`config.mk`:
```
export PLATFORM = sky130hd
export DESIGN_NAME = mem_bist_ctrl_flat
export DESIGN_NICKNAME = d
export VERILOG_FILES = /design/src/rtl/mem_bist_pkg.sv /design/src/rtl/mem_bist_ctrl_if.sv /design/src/rtl/mem_bist_rd_pipe.sv /design/src/rtl/mem_bist_ctrl.sv /design/src/flat_wrapper.sv
export SDC_FILE = /design/constraint.sdc
export NUM_CORES = 1
export LEC_CHECK = 0
export ABC_AREA = 1
export CORE_ASPECT_RATIO = 0.75
export CORE_MARGIN = 4
export CORE_UTILIZATION = 35
export DETAILED_ROUTE_END_ITERATION = 12
export GPL_TIMING_DRIVEN = 1
export HOLD_SLACK_MARGIN = 0.02
export PLACE_DENSITY_LB_ADDON = 0.05
export SKIP_CTS_REPAIR_TIMING = 1
export SLEW_MARGIN = 20
export SYNTH_ARGS = -nofsm -noshare
export SYNTH_HDL_FRONTEND = slang
export SYNTH_HIERARCHICAL = 1
export SYNTH_SLANG_ARGS = --single-unit
```
`constraint.sdc`:
```
create_clock -name clk -period 4.7 [get_ports clk]
set_input_delay 0.705 -clock clk [delete_from_list [all_inputs] [get_ports clk]]
set_output_delay 0.705 -clock clk [all_outputs]
set_load 0.03 [all_outputs]
```
`src/rtl/mem_bist_pkg.sv`:
```
// Shared types and the data-pattern generator for the memory BIST controller.
package mem_bist_pkg;

  typedef enum logic [1:0] {
    ZERO     = 2'd0,
    ADDR     = 2'd1,
    CHECKER  = 2'd2,
    INV_ADDR = 2'd3
  } mode_e;

  typedef enum logic [2:0] {IDLE, WR, RD, DRAIN, DONE} state_e;

  localparam int PAT_W = 64;

  // Widest-case pattern; callers cast the result down to their data width.
  function automatic logic [PAT_W-1:0] pat(mode_e m, logic [PAT_W-1:0] a, int dw);
    logic [PAT_W-1:0] mask;
    logic [PAT_W-1:0] p;
    mask = (dw >= PAT_W) ? '1 : ((PAT_W'(1) << dw) - PAT_W'(1));
    case (m)
      ZERO:    p = '0;
      ADDR:    p = a;
      CHECKER: p = a[0] ? {(PAT_W/2){2'b10}} : {(PAT_W/2){2'b01}};
      default: p = ~a;
    endcase
    return p & mask;
  endfunction

endpackage

```
`src/rtl/mem_bist_ctrl_if.sv`:
```
// Single-port memory bus between the BIST controller and the memory port mux.
interface mem_bist_ctrl_if #(
  parameter int ADDR_W = 5,
  parameter int DATA_W = 8
);
  logic [ADDR_W-1:0] addr;
  logic              read;
  logic              write;
  logic [DATA_W-1:0] data_in;
  logic [DATA_W-1:0] data_out;

  modport master (output addr, read, write, data_in, input data_out);
  modport slave  (input addr, read, write, data_in, output data_out);
endinterface

```
`src/rtl/mem_bist_rd_pipe.sv`:
```
// Carries address and expected data of each issued read until its data returns.
module mem_bist_rd_pipe #(
  parameter int ADDR_W = 5,
  parameter int DATA_W = 8,
  parameter int RD_LAT = 1
) (
  input  logic              clk,
  input  logic              rst_n,
  input  logic              in_vld,
  input  logic [ADDR_W-1:0] in_addr,
  input  logic [DATA_W-1:0] in_exp,
  output logic              out_vld,
  output logic [ADDR_W-1:0] out_addr,
  output logic [DATA_W-1:0] out_exp
);
  logic [RD_LAT-1:0]             vld_pipe;
  logic [RD_LAT-1:0][ADDR_W-1:0] addr_pipe;
  logic [RD_LAT-1:0][DATA_W-1:0] exp_pipe;

  always_ff @(posedge clk) begin
    if (!rst_n) begin
      vld_pipe <= '0;
    end else begin
      vld_pipe[0] <= in_vld;
      for (int i = 1; i < RD_LAT; i++) vld_pipe[i] <= vld_pipe[i-1];
    end
  end

  // Payload needs no reset; only the valid bits qualify it.
  always_ff @(posedge clk) begin
    addr_pipe[0] <= in_addr;
    exp_pipe[0]  <= in_exp;
    for (int i = 1; i < RD_LAT; i++) begin
      addr_pipe[i] <= addr_pipe[i-1];
      exp_pipe[i]  <= exp_pipe[i-1];
    end
  end

  assign out_vld  = vld_pipe[RD_LAT-1];
  assign out_addr = addr_pipe[RD_LAT-1];
  assign out_exp  = exp_pipe[RD_LAT-1];
endmodule

```
`src/rtl/mem_bist_ctrl.sv`:
```
// Memory BIST controller: write a pattern, read it back pipelined, count and log mismatches.
module mem_bist_ctrl
  import mem_bist_pkg::*;
#(
  parameter int ADDR_W = 5,
  parameter int DATA_W = 8,
  parameter int RD_LAT = 1,
  parameter int ERR_W  = 8
) (
  input  logic                clk,
  input  logic                rst_n,
  input  logic                start,
  input  logic [1:0]          mode,
  mem_bist_ctrl_if.master     mem,
  output logic                busy,
  output logic                done,
  output logic                pass,
  output logic [ERR_W-1:0]    err_cnt,
  output logic                first_err_valid,
  output logic [ADDR_W-1:0]   first_err_addr,
  output logic [DATA_W-1:0]   first_err_data
);
  state_e            state;
  mode_e             mode_q;
  logic [ADDR_W-1:0] cnt;
  logic [2:0]        dcnt;

  logic              cmp_vld;
  logic [ADDR_W-1:0] cmp_addr;
  logic [DATA_W-1:0] cmp_exp;
  logic [DATA_W-1:0] rd_exp;
  logic              mis;
  logic [ERR_W-1:0]  err_nxt;

  // Pipe is fed from the registered strobe so its depth matches the memory latency.
  assign rd_exp = DATA_W'(pat(mode_q, PAT_W'(mem.addr), DATA_W));

  mem_bist_rd_pipe #(.ADDR_W(ADDR_W), .DATA_W(DATA_W), .RD_LAT(RD_LAT)) u_rd_pipe (
    .clk     (clk),
    .rst_n   (rst_n),
    .in_vld  (mem.read),
    .in_addr (mem.addr),
    .in_exp  (rd_exp),
    .out_vld (cmp_vld),
    .out_addr(cmp_addr),
    .out_exp (cmp_exp)
  );

  assign mis     = cmp_vld && (mem.data_out != cmp_exp);
  assign err_nxt = (mis && (err_cnt != '1)) ? err_cnt + ERR_W'(1) : err_cnt;

  always_ff @(posedge clk) begin
    if (!rst_n) begin
      state           <= IDLE;
      mode_q          <= ZERO;
      cnt             <= '0;
      dcnt            <= '0;
      mem.addr        <= '0;
      mem.read        <= 1'b0;
      mem.write       <= 1'b0;
      mem.data_in     <= '0;
      busy            <= 1'b0;
      done            <= 1'b0;
      pass            <= 1'b0;
      err_cnt         <= '0;
      first_err_valid <= 1'b0;
      first_err_addr  <= '0;
      first_err_data  <= '0;
    end else begin
      done    <= 1'b0;
      err_cnt <= err_nxt;
      if (mis && !first_err_valid) begin
        first_err_valid <= 1'b1;
        first_err_addr  <= cmp_addr;
        first_err_data  <= mem.data_out;
      end
      case (state)
        IDLE: begin
          busy <= 1'b0;
          if (start) begin
            mode_q          <= mode_e'(mode);
            err_cnt         <= '0;
            first_err_valid <= 1'b0;
            first_err_addr  <= '0;
            first_err_data  <= '0;
            cnt             <= '0;
            busy            <= 1'b1;
            state           <= WR;
          end
        end
        WR: begin
          mem.write   <= 1'b1;
          mem.read    <= 1'b0;
          mem.addr    <= cnt;
          mem.data_in <= DATA_W'(pat(mode_q, PAT_W'(cnt), DATA_W));
          cnt         <= cnt + ADDR_W'(1);
          if (cnt == '1) state <= RD;
        end
        RD: begin
          mem.write   <= 1'b0;
          mem.read    <= 1'b1;
          mem.addr    <= cnt;
          mem.data_in <= '0;
          cnt         <= cnt + ADDR_W'(1);
          if (cnt == '1) begin
            dcnt  <= '0;
            state <= DRAIN;
          end
        end
        DRAIN: begin
          mem.read  <= 1'b0;
          mem.write <= 1'b0;
          mem.addr  <= '0;
          dcnt      <= dcnt + 3'd1;
          if (dcnt == 3'(RD_LAT - 1)) state <= DONE;
        end
        DONE: begin
          // The last compare retires on this edge, so judge on the next count.
          done  <= 1'b1;
          pass  <= (err_nxt == '0);
          state <= IDLE;
        end
        default: state <= IDLE;
      endcase
    end
  end
endmodule

```
`src/flat_wrapper.sv`:
```
// flat-port wrapper written by rule: the top's interface ports become plain ports
module mem_bist_ctrl_flat import mem_bist_pkg::*;
#(
  parameter int ADDR_W = 5,
  parameter int DATA_W = 8,
  parameter int RD_LAT = 1,
  parameter int ERR_W  = 8
)
  (clk, rst_n, start, mode, busy, done, pass, err_cnt, first_err_valid, first_err_addr, first_err_data, mem_addr, mem_read, mem_write, mem_data_in, mem_data_out);
  mem_bist_ctrl_if #(.ADDR_W(ADDR_W), .DATA_W(DATA_W)) mem_i ();
  input  logic clk;
  input  logic rst_n;
  input  logic start;
  input  logic [1:0] mode;
  output logic busy;
  output logic done;
  output logic pass;
  output logic [ERR_W-1:0] err_cnt;
  output logic first_err_valid;
  output logic [ADDR_W-1:0] first_err_addr;
  output logic [DATA_W-1:0] first_err_data;
  output wire logic [$bits(mem_i.addr)-1:0] mem_addr;
  output wire logic [$bits(mem_i.read)-1:0] mem_read;
  output wire logic [$bits(mem_i.write)-1:0] mem_write;
  output wire logic [$bits(mem_i.data_in)-1:0] mem_data_in;
  input wire logic [$bits(mem_i.data_out)-1:0] mem_data_out;
  assign mem_addr = mem_i.addr;
  assign mem_read = mem_i.read;
  assign mem_write = mem_i.write;
  assign mem_data_in = mem_i.data_in;
  assign mem_i.data_out = mem_data_out;
  mem_bist_ctrl #(.ADDR_W(ADDR_W), .DATA_W(DATA_W), .RD_LAT(RD_LAT), .ERR_W(ERR_W)) u_core (.clk(clk), .rst_n(rst_n), .start(start), .mode(mode), .mem(mem_i), .busy(busy), .done(done), .pass(pass), .err_cnt(err_cnt), .first_err_valid(first_err_valid), .first_err_addr(first_err_addr), .first_err_data(first_err_data));
endmodule
```
==> flow_summary.json, run 1 <==
{
  "first_pass_iters": 4,
  "clock_sinks": 66,
  "fillers": 803,
  "routed_wl_mm": 6.59,
  "setup_ws_ps": 2500,
  "dr_wl_met2_mm": 2.74,
  "die_y_microns": 87.8,
  "timing.rr.end": "u_core/first_err_data[7]",
  "antenna_found_initial": 0,
  "final_hold_viol_count": 0,
  "vias": 2532,
  "worst-r2r-setup-slack_ps": 2830,
  "worstPathArrival_ps": 2380,
  "hold_end": "u_core/u_rd_pipe/out_addr[3]",
  "ys_seq_area_frac": 0.445,
  "clock-root-buffer": "clkbuf_16",
  "clockBufferDepth": 2,
  "worst-endpoint-required_ps": 4880,
  "status": "complete, no violations",
  "grt_pass1_vias": 2373,
  "finalSetupViolCount": 0,
  "nets": 452,
  "drtAntennaViolNets": 0,
  "tightest_slew_ps": 759,
  "cap_violations": 0,
  "syn_to_final_growth_pct": 32.2,
  "dp_slack_ps": 2150,
  "grt_remaining_overflow": 0,
  "drv_slew": 0,
  "synthDistinctLibCells": 35,
  "reg2reg_depth": 8,
  "fmaxAchievable_mhz": 455,
  "ios": 53,
  "layout_min_cycle_time_ps": 2200,
  "cts_tree": "built",
  "grt_max_degree": 27,
  "p_leak_nw": 1.55,
  "synth_top_area_cell": "dfxtp_1",
  "ys_ff_latch": 66,
  "cp-end-kind": "flip-flop",
  "holdPathStages": 0,
  "diodes": 0,
  "grt_pass1_wl_mm": 11.3,
  "clk_transition_reported_paths_ps": 60,
  "wl_met1_mm": 3.46,
  "dp_hpwl_mm": 4.76,
  "synthCells": 383,
  "wl_met3_microns": 321,
  "finalCritPeriodShare": 0.467,
  "rows": 28,
  "start_kind": "input port",
  "drive_gt1_frac": 0.125,
  "yosys.area.top_type_share": 0.445,
  "initial_core_util": 0.368,
  "gp_congestion": 0.792,
  "htree_num_levels": 3,
  "drt_iter0_markers": 143,
  "rsz0062_at_grt": "no",
  "vias_per_cell": 4.65,
  "port_buffers": 52,
  "grt_use_total": 0.144,
  "syn_area_per_cell_sq_um": 7.75,
  "synth_area_sq_mm": 0.00297,
  "synth_nets": 401,
  "cts_buffers": 9,
  "crit_type": "in -> reg",
  "seq_area_sq_mm": 0.00132,
  "ir_drop_v": 0.000222,
  "die_area_sq_mm": 0.0100,
  "multi_input_area_sq_mm": 0.00134,
  "skew_ps": 8.14,
  "fin_tns_setup_ps": 0,
  "wire_per_inst_microns": 12.1,
  "die_width_microns": 114,
  "top_signal_layer_used": "met4",
  "p_per_area_mw_per_mm2": 526,
  "yosys_warnings": 6,
  "worstSkewPairLatency_ps": 330,
  "min_from": "u_core/mem.addr[3]",
  "slew_headroom": 0.493,
  "worstReg2RegStart": "u_core/state[0]",
  "coreArea_sq_mm": 0.00806,
  "cp_max_fo": 26,
  "hp-class": "reg -> reg",
  "drc": 0,
  "yosys-top-cells-area": "dfxtp_1 45%, nand2_1 9.9%, inv_1 7.2%"
}
==> worst max path at each step <==
stage                           start                       end  cells past startpoint
detailed placement    mem_data_out[3]  u_core/first_err_data[0]                     10
CTS                 u_core/err_cnt[5]                err_cnt[5]                      1
global route          mem_data_out[3]               u_core/pass                     15
global placement      mem_data_out[3]  u_core/first_err_data[0]                     10
floorplan           u_core/err_cnt[0]               u_core/pass                     10
finish                mem_data_out[2]  u_core/first_err_data[0]                     10
==> critical path, cell delays in order <==
cell             delay, ps
clkdlybuf4s50_1        510
inv_1                   50
nand2_1                 60
nand2_1                 40
nand2_1                 70
nor2_2                  60
a21boi_1               200
nand2_2                370
nor2_1                 240
a211oi_1                60
==> per-stage QoR <==
stage	power (mW)	instance area (sq um)	util	hold WS, ps	std cells
after global placement	1.25	3550	0.440	412	528
after floorplan	1.09	2970	-	440	383
after CTS	2.09	3920	0.487	424	544
after detailed placement	1.24	3550	0.440	420	528
after global routing	2.19	3920	0.487	427	544
final	2.07	3920	0.487	418	544
==> cell usage after synthesis <==
cell type / instances
nor2_2: 7
nand2_1: 78
a22oi_1: 1
buf_2: 4
nor2_4: 2
o2111ai_1: 1
and2_1: 1
a21oi_1: 23
nand2_4: 1
dfxtp_1: 66
nor3b_2: 2
nor3_1: 3
buf_4: 2
a21boi_1: 1
clkbuf_1: 4
inv_2: 6
o21ai_0: 18
nor4_1: 1
buf_6: 2
nand2_2: 6
a21oi_2: 1
a211oi_2: 10
a31oi_1: 1
o21ai_1: 2
inv_1: 57
xnor2_1: 5
nand3_1: 7
xor2_1: 3
a211oi_1: 4
o211ai_1: 9
nor3_2: 1
nand4_1: 8
nand3_2: 3
ha_1: 5
nor2_1: 38
==> flip-flops by register name, summed over array words and instances (netlist names) <==
register                   flops
u_core/u_rd_pipe/out_vld       1
u_core/cnt                     5
u_core/state                   3
u_core/u_rd_pipe/out_exp       8
u_core/pass                    1
u_core/mem.read                1
u_core/done                    1
u_core/dcnt                    3
u_core/mem.addr                5
u_core/err_cnt                 8
u_core/first_err_data          8
u_core/mem.data_in             7
u_core/mode_q                  2
u_core/u_rd_pipe/out_addr      5
u_core/mem.write               1
u_core/busy                    1
u_core/first_err_addr          5
u_core/first_err_valid         1
==> final cells by class <==
class	count	share of cell area
clock inverters	6	0.0348
multi-input cells	242	0.341
repair buffers	52	0.133
well taps	105	0.0335
inverters	63	0.0603
flip-flops and latches	66	0.337
clock buffers	10	0.0609
==> cell families after synthesis <==
logic type               after synthesis  synth area share
adder cells (fa/ha/maj)                5            0.0211
AO/OA/AOI/OAI                         71             0.161
XOR/XNOR                               8            0.0236
flip-flops                            66             0.445
AND/OR/NAND/NOR                      158             0.245
buffers and inverters                 75             0.104
==> per-layer routing <==
layer | up-vias | track usage
met5 | - | 0
met4 | 0 | 0.0518
met3 | 6 | 0.0470
met2 | 55 | 0.219
met1 | 1141 | 0.191
li1 | 1330 | -
==> cells in the final DEF, fill, tap and decap left out, drive strengths merged, types with 8 or more instances in the layout <==
| master | synthesis | routed |
|---|---|---|
| nand3 | 10 | 10 |
| o21ai | 20 | 20 |
| clkdlybuf4s50 | 0 | 52 |
| inv | 63 | 64 |
| a21oi | 24 | 24 |
| a211oi | 14 | 14 |
| nand4 | 8 | 8 |
| dfxtp | 66 | 66 |
| nor2 | 47 | 47 |
| o211ai | 9 | 9 |
| clkbuf | 4 | 10 |
| nand2 | 85 | 85 |
==> power by group <==
group / switching [mW] / internal, mW / leakage (nW)
clock: 0.247 / 0.588 / 0.179
combinational: 0.337 / 0.181 / 0.830
sequential: 0.0719 / 0.641 / 0.536
Note: power is estimated with default switching activity, not from simulation.
==> run 2: changes to the inputs <==
clock period = 1.8 ns   (was 4.7 ns; I/O delays follow)
==> run 2 against run 1 <==
- clock skew down 4.1 ps
- sequential cell count unchanged
- critical endpoint is now err_cnt[2]
- worst setup slack got worse by 2500 ps
- clock-buffer cell count up 2
- sequential share of layout area shrank 1.3 points
- clock power rose by 110%
- total power up 150%
- worst hold slack got worse by 92 ps
==> flow_summary.json, run 2 (synthesis results as in run 1) <==
{
  "diodes": 0,
  "antenna_found_initial": 0,
  "start_kind": "flip-flop",
  "crit_chain": "clkdlybuf4s50_1",
  "drtAntennaViolNets": 0,
  "first_pass_iters": 4,
  "p_per_area_mw_per_mm2": 1250,
  "cap_violations": 0,
  "syn_to_final_growth_pct": 37.9,
  "grt_pass1_wl_mm": 11.7,
  "clock-root-buffer": "clkbuf_16",
  "clock_sinks": 66,
  "cp_max_fo": 5,
  "gp_congestion": 0.825,
  "worst-endpoint-required_ps": 1530,
  "finalSetupViolCount": 0,
  "cpLargestDelayFamily": "buffers and inverters",
  "holdPathStages": 3,
  "cts_tree": "built",
  "status": "complete, no violations",
  "cp_num_cells": 1,
  "rows": 28,
  "port_buffers": 52,
  "tightest_slew_ps": 386,
  "clockBufferDepth": 2,
  "die_area_sq_mm": 0.0100,
  "ir_drop_v": 0.000599,
  "slew_headroom": 0.743,
  "cp-end-kind": "primary output",
  "fin_tns_setup_ps": 0,
  "die_y_microns": 87.8,
  "cts_buffers": 9,
  "grt_use_total": 0.149,
  "cpPeakStageDelay_ps": 730,
  "skew_ps": 4.05,
  "critPathBufInv": 1,
  "vias": 2604,
  "final_cells": 567,
  "rsz0062_at_grt": "no",
  "final_hold_viol_count": 0,
  "finalCritPeriodShare": 0.973,
  "grt_remaining_overflow": 0,
  "drive_gt1_frac": 0.175,
  "wire_per_inst_microns": 12.3,
  "p_leak_nw": 1.71,
  "vias_per_cell": 4.59,
  "hp-class": "in -> reg",
  "worstSkewPairLatency_ps": 330,
  "dp_cells": 551,
  "crit_type": "reg -> out",
  "grt_pass1_vias": 2472,
  "nets": 475,
  "initial_core_util": 0.368,
  "worstPathArrival_ps": 1480,
  "layout_common_cells": "77 x nand2_1, 64 x dfxtp_1, 57 x inv_1, 48 x clkdlybuf4s50_1, 38 x nor2_1",
  "drc": 0,
  "fmaxAchievable_mhz": 571,
  "ios": 53,
  "drt_iter0_markers": 123,
  "slowest_stage": "clkdlybuf4s50_1",
  "grt_max_degree": 27,
  "final_common_cell": "nand2_1",
  "htree_num_levels": 3,
  "routed_wl_mm": 6.95,
  "clk_transition_reported_paths_ps": 50,
  "layout_min_cycle_time_ps": 1750,
  "reg2reg_depth": 10,
  "drv_slew": 0,
  "dp_hpwl_mm": 5.13,
  "coreArea_sq_mm": 0.00806,
  "die_width_microns": 114
}
==> run 2: changes by cell type in the layout (fill, tap and decap cells not counted), sizes merged <==
cell / previous run / this run
clkdlybuf4s50: 52 / 48
clkinvlp: 1 / 2
bufinv: 4 / 1
inv: 64 / 63
buf: 0 / 23
dlymetal6s2s: 0 / 4
clkinv: 0 / 1
clkbuf: 10 / 12
==> run 2: per-stage QoR <==
stage / area, sq um / util / power, mW / hold slack (ps) / worst slack [ps]
2_1_floorplan: 2970 / - / 2.83 / 368 / 22.5
3_3_place_gp: 3740 / 0.465 / 3.37 / 413 / -224
3_5_place_dp: 3740 / 0.465 / 3.39 / 407 / -255
4_1_cts: 4050 / 0.503 / 5.20 / 415 / 5.92
5_1_grt: 4090 / 0.508 / 5.47 / 363 / 0.987
6_report: 4090 / 0.508 / 5.14 / 326 / 47.9
==> run 2: power breakdown <==
part           internal [mW]  leakage, nW  switching [mW]
Sequential              1.67        0.537           0.152
Clock                   1.14        0.145           0.638
Combinational          0.582         1.03           0.947
Total                   3.40         1.71            1.74
==> run 2: final cells by class <==
| cell class | count | area (sq um) |
|---|---|---|
| Clock buffer | 12 | 256 |
| Clock inverter | 4 | 50.0 |
| Fill cell | 824 | 3960 |
| Inverter | 63 | 236 |
| Multi-Input combinational cell | 242 | 1370 |
| Sequential cell | 66 | 1330 |
| Tap cell | 105 | 131 |
| Timing Repair Buffer | 75 | 728 |
==> run 2: per-layer routing <==
metal / up-vias / wire length [microns] / GRT usage
met1: 1155 / 3620 / 0.197
met3: 14 / 420 / 0.0532
li1: 1374 / - / -
met4: 0 / 141 / 0.0658
met2: 61 / 2770 / 0.218
met5: - / 0 / 0
==> run 2: worst paths after layout <==
path | from | end | slack [ps]
worst min register to register | u_core/mem.addr[4] | u_core/u_rd_pipe/out_addr[4] | 420
worst max-delay path | u_core/err_cnt[2] | err_cnt[2] | 50
worst min-delay path | mem_data_out[3] | u_core/first_err_data[3] | 330
worst max register to register | u_core/err_cnt[1] | u_core/pass | 140
==> run 2: worst register-to-register path: cells and delay by family (launching register included) <==
kind / cells / cell delay (ps)
simple gates: 8 / 920
fa+ha+maj: 1 / 200
flops: 1 / 370
compound gates: 1 / 110
==> run 3: changes to the inputs <==
ABC_AREA = not set   (was 1)
==> run 3 against run 2 <==
- sequential cell count stayed put
- clock power is 13% lower
- global-route usage is 0.22 points lower
- largest cell class unchanged
- largest power group is now the clock network
==> flow_summary.json, run 3 <==
{
  "clk_transition_reported_paths_ps": 80,
  "nets": 393,
  "total_power_mw": 3.29,
  "worstSkewPairLatency_ps": 340,
  "cpPeakStageDelay_ps": 500,
  "ys_async_sr_fraction": 0,
  "initial_core_util": 0.360,
  "synthCells": 304,
  "fmaxAchievable_mhz": 578,
  "rows": 28,
  "synth-edff-count": 0,
  "die_area_sq_mm": 0.00968,
  "finalCritPeriodShare": 0.961,
  "seq_area_sq_mm": 0.00133,
  "crit_chain": "clkdlybuf4s50_1 > xnor2_1 > nand4_1 > o221a_1 > buf_4 > o2111ai_1 > o31a_1 > o31ai_2",
  "skew_ps": 10.4,
  "grt_pass1_wl_mm": 11.2,
  "diodes": 0,
  "start_kind": "input port",
  "slew_headroom": 0.659,
  "antenna_found_initial": 0,
  "crit_type": "in -> reg",
  "synthFlopType": "dfxtp_1",
  "htree_num_levels": 3,
  "hold-worst-slack_ps": 414,
  "final_hold_viol_count": 0,
  "cap_violations": 0,
  "synth_nets": 322,
  "vias": 2359,
  "ys_ff_latch": 66,
  "layout_common_cells": "60 x dfxtp_1, 47 x clkdlybuf4s50_1, 34 x nor2_1, 24 x buf_4, 23 x mux2i_1",
  "routed_wl_mm": 6.81,
  "worst-endpoint-required_ps": 2020,
  "drive_gt1_frac": 0.139,
  "synthDistinctLibCells": 45,
  "tightest_slew_ps": 510,
  "syn_to_final_growth_pct": 37.0,
  "synth_top_area_cell": "dfxtp_1",
  "layout_min_cycle_time_ps": 1730,
  "drv_slew": 0,
  "synth_most_common_cell": "dfxtp_1",
  "clock_sinks": 66,
  "p_per_area_mw_per_mm2": 841,
  "p_leak_nw": 1.63,
  "port_buffers": 52,
  "drt_iter0_markers": 125,
  "die_y_microns": 86.2,
  "first_pass_iters": 4,
  "ys_seq_area_frac": 0.463,
  "grt_max_degree": 25,
  "finalSetupViolCount": 0,
  "yosys-top-cells-area": "dfxtp_1 46%, mux2i_1 8.1%, nor2b_1 4.8%",
  "drc": 0,
  "yosys_warnings": 6,
  "worstPathArrival_ps": 1950,
  "grt_remaining_overflow": 0,
  "ios": 53,
  "gp_congestion": 0.788,
  "cp_max_fo": 7,
  "rsz0062_at_grt": "no",
  "wire_per_inst_microns": 14.0,
  "cp-end-kind": "flip-flop",
  "hp-class": "reg -> reg",
  "syn_area_per_cell_sq_um": 9.39,
  "fillers": 792,
  "die_width_microns": 112,
  "synth_area_sq_mm": 0.00285,
  "coreArea_sq_mm": 0.00792,
  "grt_pass1_vias": 2289,
  "ir_drop_v": 0.000435,
  "clockBufferDepth": 2,
  "grt_use_total": 0.147,
  "yosys.area.top_type_share": 0.463,
  "final_common_cell": "dfxtp_1",
  "cts_buffers": 9,
  "synth_commonest_cells": "66 x dfxtp_1, 34 x nor2_1, 23 x mux2i_1",
  "dp_hpwl_mm": 5.01,
  "drtAntennaViolNets": 0,
  "clock-root-buffer": "clkbuf_8",
  "vias_per_cell": 4.86,
  "cts_tree": "built",
  "slowest_stage": "clkdlybuf4s50_1",
  "multi_input_area_sq_mm": 0.00142,
  "status": "complete, no violations"
}
## run 3: changes by cell type after synthesis, moves of 7 or more
cell | previous run | this run
nor2_2 | 7 | 0
a22o_1 | 0 | 9
a22oi_1 | 1 | 13
a211oi_2 | 10 | 0
mux2i_1 | 0 | 23
nand2_1 | 78 | 21
inv_1 | 57 | 7
o211ai_1 | 9 | 0
a21oi_1 | 23 | 5
nor2b_1 | 0 | 22
## run 3: kinds of logic (layout without fill, tap and decap cells)
| kind of cell | after synthesis | count (layout) | share of synthesized area |
|---|---|---|---|
| XOR/XNOR | 16 | 16 | 0.0491 |
| buffers and inverters | 25 | 101 | 0.0399 |
| flip-flops | 66 | 66 | 0.463 |
| multiplexers | 24 | 24 | 0.0846 |
| AND/OR/NAND/NOR | 104 | 104 | 0.181 |
| adder cells (fa/ha/maj) | 5 | 5 | 0.0219 |
| AO/OA/AOI/OAI | 64 | 64 | 0.161 |
## run 3: power by group
part	switching (mW)	internal, mW
combinational	0.122	0.118
clock	0.611	0.932
sequential	0.0210	1.48
total	0.754	2.53
## run 3: final cells by class
type                    count  share of cell area
clock inverters             7              0.0320
repair buffers             78               0.193
clock buffers               9              0.0317
flip-flops and latches     66               0.340
multi-input cells         213               0.364
well taps                 105              0.0336
inverters                   7             0.00672
## run 3: worst max-delay path: cells and delay by family
| family | cells | cell delay, ps |
|---|---|---|
| buf+inv | 2 | 670 |
| xor+xnor | 1 | 120 |
| simple gates | 1 | 220 |
| compound gates | 4 | 670 |
## run 3: routing by layer
| metal | global-route usage | vias to the layer above | wire [microns] |
|---|---|---|---|
| met5 | 0 | - | 0 |
| met4 | 0.0426 | 0 | 42 |
| met3 | 0.0537 | 2 | 327 |
| met2 | 0.220 | 39 | 2980 |
| met1 | 0.199 | 1112 | 3470 |
| li1 | - | 1206 | - |
## run 3: metrics by stage
step                utilization  setup slack [ps]  instance area [sq um]  cells  TNS [ps]
detailed placement        0.460              -283                   3650    469     -4660
CTS                       0.492              4.08                   3890    485         0
finish                    0.494              69.8                   3910    485         0
global route              0.494              1.72                   3910    485         0
floorplan                     -              41.4                   2860    304         0
global placement          0.460              -238                   3650    469     -4030
## run 3: path summary, 6_finish.rpt
| path | slack, ps | endpoint | cells past startpoint | startpoint |
|---|---|---|---|---|
| max | 70 | u_core/pass | 8 | mem_data_out[0] |
| min | 410 | u_core/u_rd_pipe/out_addr[4] | 0 | u_core/mem.addr[4] |
| max reg2reg | 120 | u_core/pass | 7 | u_core/err_cnt[0] |
| min reg2reg | 410 | u_core/u_rd_pipe/out_addr[4] | 0 | u_core/mem.addr[4] |
